--- config.mk ---
export PLATFORM = sky130hd
export DESIGN_NAME = multicycle_adder_flat
export DESIGN_NICKNAME = d
export VERILOG_FILES = /design/src/rtl/multicycle_adder_if.sv /design/src/rtl/multicycle_adder.sv /design/src/flat_wrapper.sv
export SDC_FILE = /design/constraint.sdc
export NUM_CORES = 1
export LEC_CHECK = 0
export CAP_MARGIN = 0
export CORE_MARGIN = 8
export CORE_UTILIZATION = 50
export DETAILED_ROUTE_END_ITERATION = 12
export PLACE_DENSITY_LB_ADDON = 0.08
export SYNTH_ARGS = -nofsm -noshare
export SYNTH_HDL_FRONTEND = slang
export SYNTH_SLANG_ARGS = --single-unit
export TNS_END_PERCENT = 20
--- constraint.sdc ---
create_clock -name clk -period 2.9 [get_ports clk]
set_input_delay 0.29 -clock clk [delete_from_list [all_inputs] [get_ports clk]]
set_output_delay 0.29 -clock clk [all_outputs]
set_load 0.01 [all_outputs]
--- src/rtl/multicycle_adder_if.sv ---
// Handshake and operand/result bundle for the multicycle adder.
// The slave modport is the adder side and the master modport is the producer/consumer side.
interface multicycle_adder_if #(
    parameter int WIDTH = 32
);
    logic             in_valid;
    logic             in_ready;
    logic [WIDTH-1:0] A;
    logic [WIDTH-1:0] B;
    logic             Cin;
    logic             sub;
    logic             out_valid;
    logic             out_ready;
    logic [WIDTH-1:0] Result;
    logic             Cout;
    logic             Overflow;
    logic             Zero;

    modport master (
        output in_valid, A, B, Cin, sub, out_ready,
        input  in_ready, out_valid, Result, Cout, Overflow, Zero
    );

    modport slave (
        input  in_valid, A, B, Cin, sub, out_ready,
        output in_ready, out_valid, Result, Cout, Overflow, Zero
    );
endinterface

--- src/rtl/multicycle_adder.sv ---
// Sequential add/subtract unit that processes DIGIT bits per clock cycle.
// Operands are held in shift registers that move right by one slice each CALC cycle.
// Each new sum slice enters the result register from the top.
// After NSLICE cycles the result register holds the full result in its natural bit order.
// WIDTH must be a multiple of DIGIT, and 1 <= DIGIT <= WIDTH.
module multicycle_adder #(
    parameter int WIDTH = 32,
    parameter int DIGIT = 8
) (
    input  logic                 clk,
    input  logic                 rst,
    multicycle_adder_if.slave    bus
);
    localparam int NSLICE = WIDTH / DIGIT;
    localparam int CNT_W  = (NSLICE > 1) ? $clog2(NSLICE) : 1;

    localparam logic [1:0] IDLE = 2'd0;
    localparam logic [1:0] CALC = 2'd1;
    localparam logic [1:0] DONE = 2'd2;

    logic [1:0]       state_q, state_d;
    logic [CNT_W-1:0] cnt_q, cnt_d;
    logic             carry_q, carry_d;
    logic [WIDTH-1:0] a_q, a_d;
    logic [WIDTH-1:0] b_q, b_d;
    logic [WIDTH-1:0] result_q, result_d;
    logic             cout_q, cout_d;
    logic             ovf_q, ovf_d;
    logic             zero_q, zero_d;

    logic [DIGIT:0]   sum_w;
    logic             c_into_msb;
    logic             last_slice;

    // Slice adder: the low DIGIT bits of the operand shift registers plus the held carry.
    // The carry into the slice MSB is recovered from the MSB sum bit: c_in = a ^ b ^ s.
    always_comb begin
        sum_w      = {1'b0, a_q[DIGIT-1:0]} + {1'b0, b_q[DIGIT-1:0]} + {{DIGIT{1'b0}}, carry_q};
        c_into_msb = a_q[DIGIT-1] ^ b_q[DIGIT-1] ^ sum_w[DIGIT-1];
        last_slice = (cnt_q == CNT_W'(NSLICE - 1));
    end

    // Next-state logic for the FSM, operand shift registers, result register and flags.
    always_comb begin
        state_d  = state_q;
        cnt_d    = cnt_q;
        carry_d  = carry_q;
        a_d      = a_q;
        b_d      = b_q;
        result_d = result_q;
        cout_d   = cout_q;
        ovf_d    = ovf_q;
        zero_d   = zero_q;
        case (state_q)
            IDLE: begin
                if (bus.in_valid) begin
                    a_d     = bus.A;
                    b_d     = bus.sub ? ~bus.B : bus.B;
                    carry_d = bus.sub ? 1'b1 : bus.Cin;
                    cnt_d   = '0;
                    state_d = CALC;
                end
            end
            CALC: begin
                a_d      = a_q >> DIGIT;
                b_d      = b_q >> DIGIT;
                result_d = (result_q >> DIGIT) | (WIDTH'(sum_w[DIGIT-1:0]) << (WIDTH - DIGIT));
                carry_d  = sum_w[DIGIT];
                cnt_d    = cnt_q + 1'b1;
                if (last_slice) begin
                    cout_d  = sum_w[DIGIT];
                    ovf_d   = c_into_msb ^ sum_w[DIGIT];
                    zero_d  = (result_d == '0);
                    cnt_d   = '0;
                    state_d = DONE;
                end
            end
            DONE: begin
                if (bus.out_ready) begin
                    state_d = IDLE;
                end
            end
            default: state_d = IDLE;
        endcase
    end

    // State and datapath registers; a synchronous reset aborts any operation in flight.
    always_ff @(posedge clk) begin
        if (rst) begin
            state_q  <= IDLE;
            cnt_q    <= '0;
            carry_q  <= 1'b0;
            a_q      <= '0;
            b_q      <= '0;
            result_q <= '0;
            cout_q   <= 1'b0;
            ovf_q    <= 1'b0;
            zero_q   <= 1'b0;
        end else begin
            state_q  <= state_d;
            cnt_q    <= cnt_d;
            carry_q  <= carry_d;
            a_q      <= a_d;
            b_q      <= b_d;
            result_q <= result_d;
            cout_q   <= cout_d;
            ovf_q    <= ovf_d;
            zero_q   <= zero_d;
        end
    end

    assign bus.in_ready  = (state_q == IDLE);
    assign bus.out_valid = (state_q == DONE);
    assign bus.Result    = result_q;
    assign bus.Cout      = cout_q;
    assign bus.Overflow  = ovf_q;
    assign bus.Zero      = zero_q;
endmodule

--- src/flat_wrapper.sv ---
// flat-port wrapper written by rule: the top's interface ports become plain ports
module multicycle_adder_flat 
#(
    parameter int WIDTH = 32,
    parameter int DIGIT = 8
)
  (clk, rst, bus_in_valid, bus_A, bus_B, bus_Cin, bus_sub, bus_out_ready, bus_in_ready, bus_out_valid, bus_Result, bus_Cout, bus_Overflow, bus_Zero);
  multicycle_adder_if #(.WIDTH(WIDTH)) bus_i ();
  input  logic clk;
  input  logic rst;
  input wire logic [$bits(bus_i.in_valid)-1:0] bus_in_valid;
  input wire logic [$bits(bus_i.A)-1:0] bus_A;
  input wire logic [$bits(bus_i.B)-1:0] bus_B;
  input wire logic [$bits(bus_i.Cin)-1:0] bus_Cin;
  input wire logic [$bits(bus_i.sub)-1:0] bus_sub;
  input wire logic [$bits(bus_i.out_ready)-1:0] bus_out_ready;
  output wire logic [$bits(bus_i.in_ready)-1:0] bus_in_ready;
  output wire logic [$bits(bus_i.out_valid)-1:0] bus_out_valid;
  output wire logic [$bits(bus_i.Result)-1:0] bus_Result;
  output wire logic [$bits(bus_i.Cout)-1:0] bus_Cout;
  output wire logic [$bits(bus_i.Overflow)-1:0] bus_Overflow;
  output wire logic [$bits(bus_i.Zero)-1:0] bus_Zero;
  assign bus_i.in_valid = bus_in_valid;
  assign bus_i.A = bus_A;
  assign bus_i.B = bus_B;
  assign bus_i.Cin = bus_Cin;
  assign bus_i.sub = bus_sub;
  assign bus_i.out_ready = bus_out_ready;
  assign bus_in_ready = bus_i.in_ready;
  assign bus_out_valid = bus_i.out_valid;
  assign bus_Result = bus_i.Result;
  assign bus_Cout = bus_i.Cout;
  assign bus_Overflow = bus_i.Overflow;
  assign bus_Zero = bus_i.Zero;
  multicycle_adder #(.WIDTH(WIDTH), .DIGIT(DIGIT)) u_core (.clk(clk), .rst(rst), .bus(bus_i));
endmodule
Yosys cells after proc, flatten, opt, wreduce, memory -nomap -nowiden
Index checks and enable logic that the tools add are counted.

cells by class
  mux-type cells = 15
  bitwise operators = 5
  eq/ne operators = 6
  $add $sub $neg = 3
  reduce and logical (&&, ||, !) cells = 6

operator list
  kind                 count
  $pmux 32 s2          2
  $mux 32              3
  $logic_not 32->1     1
  $not 32->32          1
  $or 24x32->32        1
  $mux 2               5
  $add 8x8->9          1
  $add 9x1->9          1
  $pmux 2 s3           1
  $eq 2x2->1 const B   2
  $ne 2x2->1 const B   2
  $pmux 2 s2           1
  $reduce_and 2->1     2
  $reduce_and 3->1     1
  $xor 1x1->1          3
  $add 2x1->2 const B  1
  $eq 2x1->1 const B   1
  $logic_not 2->1      1
  $mux 1               2
  $ne 2x1->1 const B   1
  $pmux 1 s2           1
  $reduce_bool 2->1    1

storage, ports and cells
  bits of input ports = 70
  bits in registers = 104
  output and inout bits = 37

Depth between registers and ports, before layout
Gate-level depths: netlist of the first run.

  depth after elaboration = 4
  mapped depth = 9

Worst setup path after synthesis of the first run
OpenSTA, ideal clock, no wires.

  path type = flip-flop to flip-flop
  from = reg u_core.b_q[0]
  to = reg u_core.zero_q (netlist: u_core.bus.Zero)
  data arrival time = 2.074 ns
  cell stages (with the launch flop) = 8
  library setup time = 0.070 ns
  slack = 0.756 ns
  period minus slack after synthesis = 2.144 ns
  path buffers = 0
  path through = dfxtp_1 fa_1 nor4b_2 nand4_1 or4_1 nor4b_2 nand4_1 a21oi_1

between the ends
  cells in the longest elaborated chain, start to end = 4

RTL lines
  what                    line                     text
  from (decl)             multicycle_adder.sv:25   logic [WIDTH-1:0] b_q, b_d;
  from (signal assigned)  multicycle_adder.sv:94   b_q <= '0;
  from (signal assigned)  multicycle_adder.sv:104  b_q <= b_d;
  $add 8x8->9             multicycle_adder.sv:38   sum_w = {1'b0, a_q[DIGIT-1:0]} + {1'b0, b_q[DIGIT-1:0]} + {{DIGIT{1'b0}}, carry_q};
  $add 9x1->9             multicycle_adder.sv:38
  net u_core.sum_w[0]     multicycle_adder.sv:31   logic [DIGIT:0] sum_w;
  $or 24x32->32           multicycle_adder.sv:67   result_d = (result_q >> DIGIT) | (WIDTH'(sum_w[DIGIT-1:0]) << (WIDTH - DIGIT));
  $logic_not 32->1        multicycle_adder.sv:73   zero_d = (result_d == '0);
  to (signal assigned)    multicycle_adder.sv:108  zero_q <= zero_d;
  to (decl)               multicycle_adder.sv:29   logic zero_q, zero_d;

The timed path passes the listed nets, and every way through them passes these cells.
A chain may end at the register's enable or synchronous reset.

Final worst setup path of the first run
  from = reg u_core.state_q[1]
  to = out bus_out_valid

between the ends
  cells in the longest elaborated chain, start to end = 1

RTL lines
  what                    line                     text
  from (decl)             multicycle_adder.sv:21   logic [1:0] state_q, state_d;
  from (signal assigned)  multicycle_adder.sv:100  state_q <= state_d;
  $eq 2x2->1              multicycle_adder.sv:113  assign bus.out_valid = (state_q == DONE);
  to (decl)               flat_wrapper.sv:18       output wire logic [$bits(bus_i.out_valid)-1:0] bus_out_valid;

No other way between the ends.

==> flow_summary.toml, run 1 <==
[drt]
viasPerCell = 5.55
antenna_left = 0
first_iter_violations = 327
wl_per_cell_um = 15.1
vias = 4332
drt_wl_total_mm = 11.8
route.detailed.drc = 0
firstDrtPassIters = 5

[floorplanning]
die_y_um = 113
dieArea_um2 = 12800
die_w_um = 113
rows = 35
io_pins = 107
design.core.area_um2 = 9200
initial_core_util = 0.511

[worst_setup_path]
crit_fanout = 20
reg2reg_from = "u_core.b_q[0]$_SDFFE_PP0P_"
critPathCaptureType = "output port"
path_cells = "buf_4, nor2b_1, clkdlybuf4s50_1"
setup.worst_path.class = "reg2out"
r2r_slack_ps = 510
crit_path_top_delay_cell = "dfxtp_1"
ff2ff_path_depth = 7
crit_required_ps = 2610
critPathArrivalTime_ps = 2180
start_kind = "register"
r2r_end = "u_core.bus.Zero$_SDFFE_PP0P_"
critPathMaxStageDelay_ps = 790

[synth]
mappedNetlistArea_um2 = 4700
synthTopCellsByCount = "nor2_1 (128), dfxtp_1 (104), nand2_1 (65), a21oi_1 (61), clkbuf_1 (50)"
synth_top_family_by_area = "simple AND/OR/NAND/NOR gates"
syn_nets = 670
synth_compound_area_frac = 0.168
synth_most_common_cell = "nor2_1"
synth.area.top_cells = "dfxtp_1 (44%), nor2_1 (10%), xor2_1 (6.7%)"
synth_cells = 590
ys_ff_latch = 104
syn-mean-instance-area_um2 = 7.97
synthArstFlopShare = 0
synth-edff-count = 0
yosysTopAreaCellShare = 0.443
synthXorXnorAreaFrac = 0.0689
seq_area_frac_synth = 0.443
synth_top_cell_by_area = "dfxtp_1"
yosys_warnings = 0
synth_ff_type = "dfxtp_1"
ys_types = 33
synthAdderAreaFrac = 0.0298
synthMuxAreaShare = 0
synth-simple-area-share = 0.246

[timing]
slew_viol_final = 0
hold_violations = 0
timing.final.crit_share = 0.853
setup_tns_ps = 0
period_needed_ps = 2470
setup_violations = 0
slew_headroom = 0.301
rsz0062_at_grt = "no"
clock_skew_ps = 18.4
fmax_ghz = 0.404
tightestPinTransition_ps = 1050

[global_route]
antenna_found_initial = 0
grt_pass1_wl_mm = 19.4
grt-ovfl-total = 0
first_global_vias = 4060
grtUsageTotal = 0.181
grt_max_degree = 105

[clock_tree]
holdBufCountCts = 0
clk_latency_ps = 360
tritoncts.num_buffers = 9
htree_levels = 3
clk_pin_slew_worst_paths_ps = 100
cts_root_buf = "clkbuf_8"
cts_resized = 0
clockBufferDepth = 2
clock-sinks = 104
cts_tree = "yes"
cts_setup_buffers = 0

[final_layout]
fill_cells = 814
area_delta_synth_final_pct = 27.6
instances_no_fill = 781
diodes = 0
layout-drive-gt1-share = 0.0448
fin_nets = 745

[min_path]
holdCritStartpoint = "u_core.bus.Result[7]$_SDFFE_PP0P_"
min_path_cells = 2
hold_path_class = "reg2reg"
whs_endpoint = "u_core.bus.Result[7]$_SDFFE_PP0P_"

[power]
p_leak_uw = 0.00233
vdd_drop_max_mv = 0.281
p_per_area_nw_per_um2 = 527

[run]
maxCapViolCount = 0

[status]
status = "finished clean"

[placed_design]
gp_congestion = 0.792
dp_hpwl_mm = 8.25
dp.cells = 765
portBuffers = 106
[state kept, by name (all words and copies together) (netlist names)]
name                 cells
u_core.a_q              32
u_core.b_q              32
u_core.bus.Result       32
u_core.cnt_q             2
u_core.state_q           2
u_core.bus.Cout          1
u_core.bus.Overflow      1
u_core.bus.Zero          1
u_core.carry_q           1
[power by group]
part / total, uW / switching, uW / internal (uW)
sequential: 1580 / 64.9 / 1520
combinational: 579 / 300 / 278
clock: 1000 / 506 / 496
total: 3160 / 871 / 2290
[layout by cell type (no fill, tap or decap), types with 3 or more instances in the layout]
master and instances:
nor4_1 3, buf_4 10, inv_1 4, clkdlybuf4s50_1 104
a222oi_1 24, inv_6 3, nor2b_1 26, ha_1 8
dfxtp_1 104, or4_1 3, a22oi_1 17, a21oi_1 61
nor3_1 27, nand3_1 3, o21ai_0 3, clkbuf_8 9
o31ai_1 3, nand2_1 65, nor2_1 128, nand2b_1 3
xor2_1 36, o21a_1 3
[critical path: cells and delay by family (launching register included)]
kind / cells / cell delay [ps]
buffers and inverters: 2 / 860
DFF: 1 / 790
and+or+nand+nor: 1 / 180
[layer usage]
metal | share of wire | track usage | up-vias
li1 | - | - | 2165
met1 | 0.45 | 0.242 | 2020
met2 | 0.47 | 0.281 | 132
met3 | 0.071 | 0.0463 | 15
met4 | 0.011 | 0.0560 | 0
met5 | 0 | 0 | -
[per-stage QoR]
step,area [um^2],util,total power (uW),setup WS [ps],hold WS [ps]
2_1_floorplan,4700,-,1970,756,438
3_3_place_gp,5780,0.628,2180,664,443
3_5_place_dp,5780,0.628,2190,559,446
4_1_cts,6000,0.653,3180,399,460
5_1_grt,6000,0.653,3330,277,495
6_report,6000,0.653,3160,426,456
[final cells by class]
cell class,instances,area (um^2),area share
inverters,4,15.0,0.00250
well taps,111,139,0.0231
flip-flops and latches,104,2080,0.347
clock buffers,9,124,0.0206
clock inverters,7,100,0.0167
repair buffers,115,1120,0.187
multi-input cells,431,2420,0.403
[worst max-delay path by stage]
stage	from	end	slack (ps)	depth (start not counted)
floorplan	u_core.b_q[0]$_SDFFE_PP0P_	u_core.bus.Zero$_SDFFE_PP0P_	760	7
global placement	u_core.b_q[0]$_SDFFE_PP0P_	u_core.bus.Zero$_SDFFE_PP0P_	660	7
detailed placement	u_core.b_q[0]$_SDFFE_PP0P_	u_core.bus.Zero$_SDFFE_PP0P_	560	7
CTS	u_core.state_q[1]$_SDFFE_PP0P_	bus_out_valid	400	3
global route	u_core.state_q[1]$_SDFFE_PP0P_	bus_out_valid	280	3
finish	u_core.state_q[1]$_SDFFE_PP0P_	bus_out_valid	430	3
[cell families (layout without fill, tap and decap cells)]
| group | Yosys count | count (layout) |
|---|---|---|
| adder cells (fa/ha/maj) | 10 | 10 |
| AND/OR/NAND/NOR | 265 | 265 |
| XOR/XNOR | 37 | 37 |
| flip-flops | 104 | 104 |
| AO/OA/AOI/OAI | 119 | 119 |
| buffers and inverters | 55 | 135 |
Note: power is estimated with default switching activity, not from simulation.
==> run 2: changes to the inputs <==
- ABC_AREA: default -> 1
- CORE_ASPECT_RATIO: default -> 0.7
- CORE_UTILIZATION: 50 -> 51
- GPL_ROUTABILITY_DRIVEN: default -> 0
==> run 2 against run 1 <==
- critical path depth increased by 4
- critical path type is now reg2reg
- sequential power about the same
- combinational power up 11%
- largest cell class unchanged
- global-route usage is 2.0 points higher
- design area increased by 3.4%
- critical endpoint is now u_core.a_q[21]$_SDFFE_PP0P_
- register-to-register slack better by 250 ps
==> flow_summary.toml, run 2 <==
[global_route]
first_global_vias = 4399
use_met3 = 0.0501
grtUsageTotal = 0.201
grt-ovfl-total = 0
antenna_found_initial = 0
busiest_layer = "met2"
grt_pass1_wl_mm = 21.5
met2_usage = 0.312
grt_max_degree = 54
use_met1 = 0.268

[synth]
synth_most_common_cell = "nand2_1"
synth_cells = 661
synth_top_cell_by_area = "dfxtp_1"
mappedNetlistArea_um2 = 4860
synthArstFlopShare = 0
yosys_warnings = 0
synth-edff-count = 0
synth_ff_type = "dfxtp_1"
syn_nets = 741
seq_area_frac_synth = 0.429
ys_types = 34
synthTopCellsByCount = "nand2_1 (203), dfxtp_1 (104), inv_1 (61), a21oi_1 (46), nor2_1 (40)"
yosysTopAreaCellShare = 0.429
ys_ff_latch = 104
syn-mean-instance-area_um2 = 7.35
synth.area.top_cells = "dfxtp_1 (43%), nand2_1 (16%), a21oi_1 (4.7%)"

[status]
status = "finished clean"

[drt]
antenna_left = 0
route.detailed.drc = 0
first_iter_violations = 364
wl_per_cell_um = 14.7
drt_wl_total_mm = 12.8
vias = 4560
viasPerCell = 5.22
firstDrtPassIters = 4

[worst_setup_path]
start_kind = "register"
crit_required_ps = 3170
path_buf_inv = 3
critPathArrivalTime_ps = 2410
critPathCaptureType = "register"
reg2reg_from = "u_core.state_q[1]$_SDFFE_PP0P_"
r2r_slack_ps = 760
crit_path_top_delay_cell = "inv_2"
critPathMaxStageDelay_ps = 650
crit_family = "buffers and inverters"
path_cells = "inv_2, nand2_4, nand2_1, inv_2, buf_4, nand2_1, a31oi_1"
crit_start = "u_core.state_q[1]$_SDFFE_PP0P_"
crit_fanout = 53
setup.worst_path.class = "reg2reg"
ff2ff_path_depth = 7
r2r_end = "u_core.a_q[21]$_SDFFE_PP0P_"

[placed_design]
dp_hpwl_mm = 9.28
dp.cells = 858
portBuffers = 106

[timing]
slew_viol_final = 0
hold_violations = 0
setup_violations = 0
timing.final.crit_share = 0.737
rsz0062_at_grt = "no"
slew_headroom = 0.420
clock_skew_ps = 9.27
period_needed_ps = 2140
fmax_ghz = 0.468
setup_tns_ps = 0
tightestPinTransition_ps = 869

[clock_tree]
holdBufCountCts = 0
cts_setup_buffers = 0
clockBufferDepth = 2
clk_latency_ps = 350
cts_root_buf = "clkbuf_16"
cts_resized = 0
clock-sinks = 104
tritoncts.num_buffers = 9
clk_pin_slew_worst_paths_ps = 70
cts_tree = "yes"
htree_levels = 3

[final_layout]
layout_commonest_cell = "nand2_1"
fill_cells = 809
area_delta_synth_final_pct = 27.8
final_cell_mix = "nand2_1 (203), clkdlybuf4s50_1 (104), dfxtp_1 (104)"
fin_nets = 825
layout-drive-gt1-share = 0.0441
finalCoreUtilization = 0.679
instances_no_fill = 873
diodes = 0

[run]
maxCapViolCount = 0

[floorplanning]
io_pins = 107
design.core.area_um2 = 9140
die_w_um = 133
rows = 29
die_y_um = 97.6
initial_core_util = 0.531
dieArea_um2 = 12900

[power]
p_per_area_nw_per_um2 = 573
vdd_drop_max_mv = 0.326
p_leak_uw = 0.00262

[min_path]
holdCritStartpoint = "u_core.b_q[26]$_SDFFE_PP0P_"
min_path_cells = 2
hold_path_class = "reg2reg"
whs_endpoint = "u_core.b_q[26]$_SDFFE_PP0P_"
-- run 2: stage by stage --
step                      total power (uW)  hold WS (ps)  worst slack, ps  area (um^2)
final                                 3560           465              763         6200
after global routing                  3720           486              523         6200
after CTS                             3570           468              753         6200
after detailed placement              2280           458              662         5890
after global placement                2270           452              701         5890
after floorplan                       2010           434             1140         4860
-- run 2: power breakdown --
| group | internal, uW | total, uW | switching, uW | leakage [uW] |
|---|---|---|---|---|
| Combinational | 299 | 642 | 343 | 0.00161 |
| Sequential | 1530 | 1610 | 77.0 | 0.000854 |
| Clock | 779 | 1300 | 523 | 0.000152 |
-- run 2: cell type report --
class / count / area [um^2] / area share
flip-flops and latches: 104 / 2080 / 0.336
clock inverters: 4 / 76.3 / 0.0123
well taps: 124 / 155 / 0.0250
inverters: 65 / 246 / 0.0397
repair buffers: 113 / 1100 / 0.178
multi-input cells: 452 / 2300 / 0.370
clock buffers: 11 / 243 / 0.0391
-- run 2: layer usage --
layer	vias to the layer above	share of wire
met3	15	0.064
met4	0	0.013
li1	2288	-
met1	2126	0.48
met5	-	0
met2	131	0.44
-- run 2: worst max-delay path by stage --
stage,end,slack [ps],cells after the start
after floorplan,u_core.bus.Zero$_SDFFE_PP0P_,1140,11
after global placement,u_core.a_q[20]$_SDFFE_PP0P_,700,9
after detailed placement,u_core.a_q[12]$_SDFFE_PP0P_,660,7
after CTS,u_core.a_q[29]$_SDFFE_PP0P_,750,7
after global routing,u_core.a_q[21]$_SDFFE_PP0P_,520,7
final,u_core.a_q[21]$_SDFFE_PP0P_,760,7
-- run 2: kinds of logic after synthesis --
family,after synthesis,share of synthesized area
xor+xnor,32,0.0577
buf+inv,105,0.0979
compound gates,141,0.165
fa+ha+maj,10,0.0289
simple gates,269,0.222
flops,104,0.429
-- run 2: worst min-delay path, delay by kind of cell, from the launching register on --
kind / cells / cell delay, ps
AOI/OAI and AO/OA: 1 / 50
and+or+nand+nor: 1 / 60
DFF: 1 / 310
==> patch, RTL diff (flow settings as in run 2) <==
`DIGIT` is set to 8 in 2 places; all go to 16.
--- a/src/rtl/multicycle_adder.sv
+++ b/src/rtl/multicycle_adder.sv
@@ -6,5 +6,5 @@
 module multicycle_adder #(
     parameter int WIDTH = 32,
-    parameter int DIGIT = 8
+    parameter int DIGIT = 16
 ) (
     input  logic                 clk,
--- a/src/flat_wrapper.sv
+++ b/src/flat_wrapper.sv
@@ -3,5 +3,5 @@
 #(
     parameter int WIDTH = 32,
-    parameter int DIGIT = 8
+    parameter int DIGIT = 16
 )
   (clk, rst, bus_in_valid, bus_A, bus_B, bus_Cin, bus_sub, bus_out_ready, bus_in_ready, bus_out_valid, bus_Result, bus_Cout, bus_Overflow, bus_Zero);
Function: changed (a bounded check fails within 4 cycles, from zero or initial values and one cycle with rst high).
==> patch against run 2 <==
- critical path depth grew 6
- clock power decreased by 5%
- routed wire length increased by 11%
- final area rose by 7.0%
- setup slack lost 0.23 ns
- total power increased by 3.5%
- final cell count is 11% higher
- sequential cell count decreased by 1
- area after synthesis up 8.2%
- count of clock-buffer cells in the layout down 2
- critical path type unchanged
==> patch: results <==
[critical_path]
r2r_setup_slack_ns = 0.53
critPathBufInv = 0
crit_end = "u_core.bus.Zero"
path_max_fanout = 3
cp.arrival_ns = 2.64
cpLargestDelayFamily = "adder cells"
worst_r2r_startpoint = "u_core.b_q[0]"
cpPeakStageDelay_ns = 0.49
cp-start-kind = "register"
r2r_cells = 13
critPathSlowestCell = "fa_1"

[synthesis]
synth_fa_ha_area_share_pct = 4.34
syn_nets = 834
synth_compound_area_share_pct = 15.5
synth_xor_area_share_pct = 5.67
synthArstFlopShare_pct = 0
ys_warn_count = 0
synth_mux_area_share_pct = 0
syn_avg_cell_area_um2 = 7.03
synth.area.top_cells = "dfxtp_1 39%, nand2_1 18%, a21oi_1 5.9%"
ys_seq_area_share_pct = 39.3
synthTopCellsByCount = "246 x nand2_1, 103 x dfxtp_1, 74 x inv_1"
ys_types = 36

[timing]
hold-worst-slack_ns = 0.460
finClkSkew_ns = 0.0120
fmax_ghz = 0.423
tightestPinTransition_ns = 0.849

[cts]
post_cts_resized = 0
cts_root_buf = "clkbuf_16"
htree_levels = 3
clock_path_buffers = 2

[grt]
grt_use_total_pct = 21.2
grt_pass1_vias = 4872
antenna_found_initial = 0
grt_max_degree = 58
grt_pass1_wl_mm = 23.5

[placed_design]
placed_cells = 953
dp_slack_ns = 0.626
dp_hpwl_mm = 10.6
placed_area_um2 = 6340

[finish]
final_nets = 919
instances_no_fill = 968
drive_gt1_share_pct = 5.50

[routing]
wl_per_cell_um = 14.7
first_pass_iters = 6
vias = 5077
drtIter0Drc = 466

[floorplanning]
dieArea_um2 = 13900

[power]
internal-power_mw = 2.58
worst_ir_drop_vdd_uv = 268
leakagePower_nw = 2.93

[worst_hold_path]
hold_start = "u_core.a_q[16]"
hold_end = "u_core.a_q[16]"

[run_status]
status = "finished clean"
patch: routing by layer:
layer | GRT usage, % | part of all wire [%] | vias to the layer above
met4 | 4.83 | 0.96 | 0
met5 | 0 | 0 | -
met3 | 5.38 | 8.3 | 17
met1 | 29.1 | 47 | 2315
met2 | 32.5 | 44 | 188
li1 | - | - | 2557
patch: cell type report:
type / count / area, um2
multi-input combinational: 526 / 2700
fill: 907 / 3560
clock buffer: 9 / 225
tap: 132 / 165
clock inverter: 6 / 75.1
inverter: 80 / 300
sequential: 103 / 2060
timing repair buffer: 112 / 1110
patch: power by group through the flow:
| stage | sequential [mW] | combinational, mW | clock [mW] |
|---|---|---|---|
| 4_1_cts | 1.62 | 0.829 | 1.25 |
| 2_1_floorplan | 1.64 | 0.494 | 0 |
| 6_report | 1.62 | 0.830 | 1.23 |
| 3_3_place_gp | 1.65 | 0.810 | 0 |
| 5_1_grt | 1.63 | 0.919 | 1.31 |
| 3_5_place_dp | 1.65 | 0.824 | 0 |
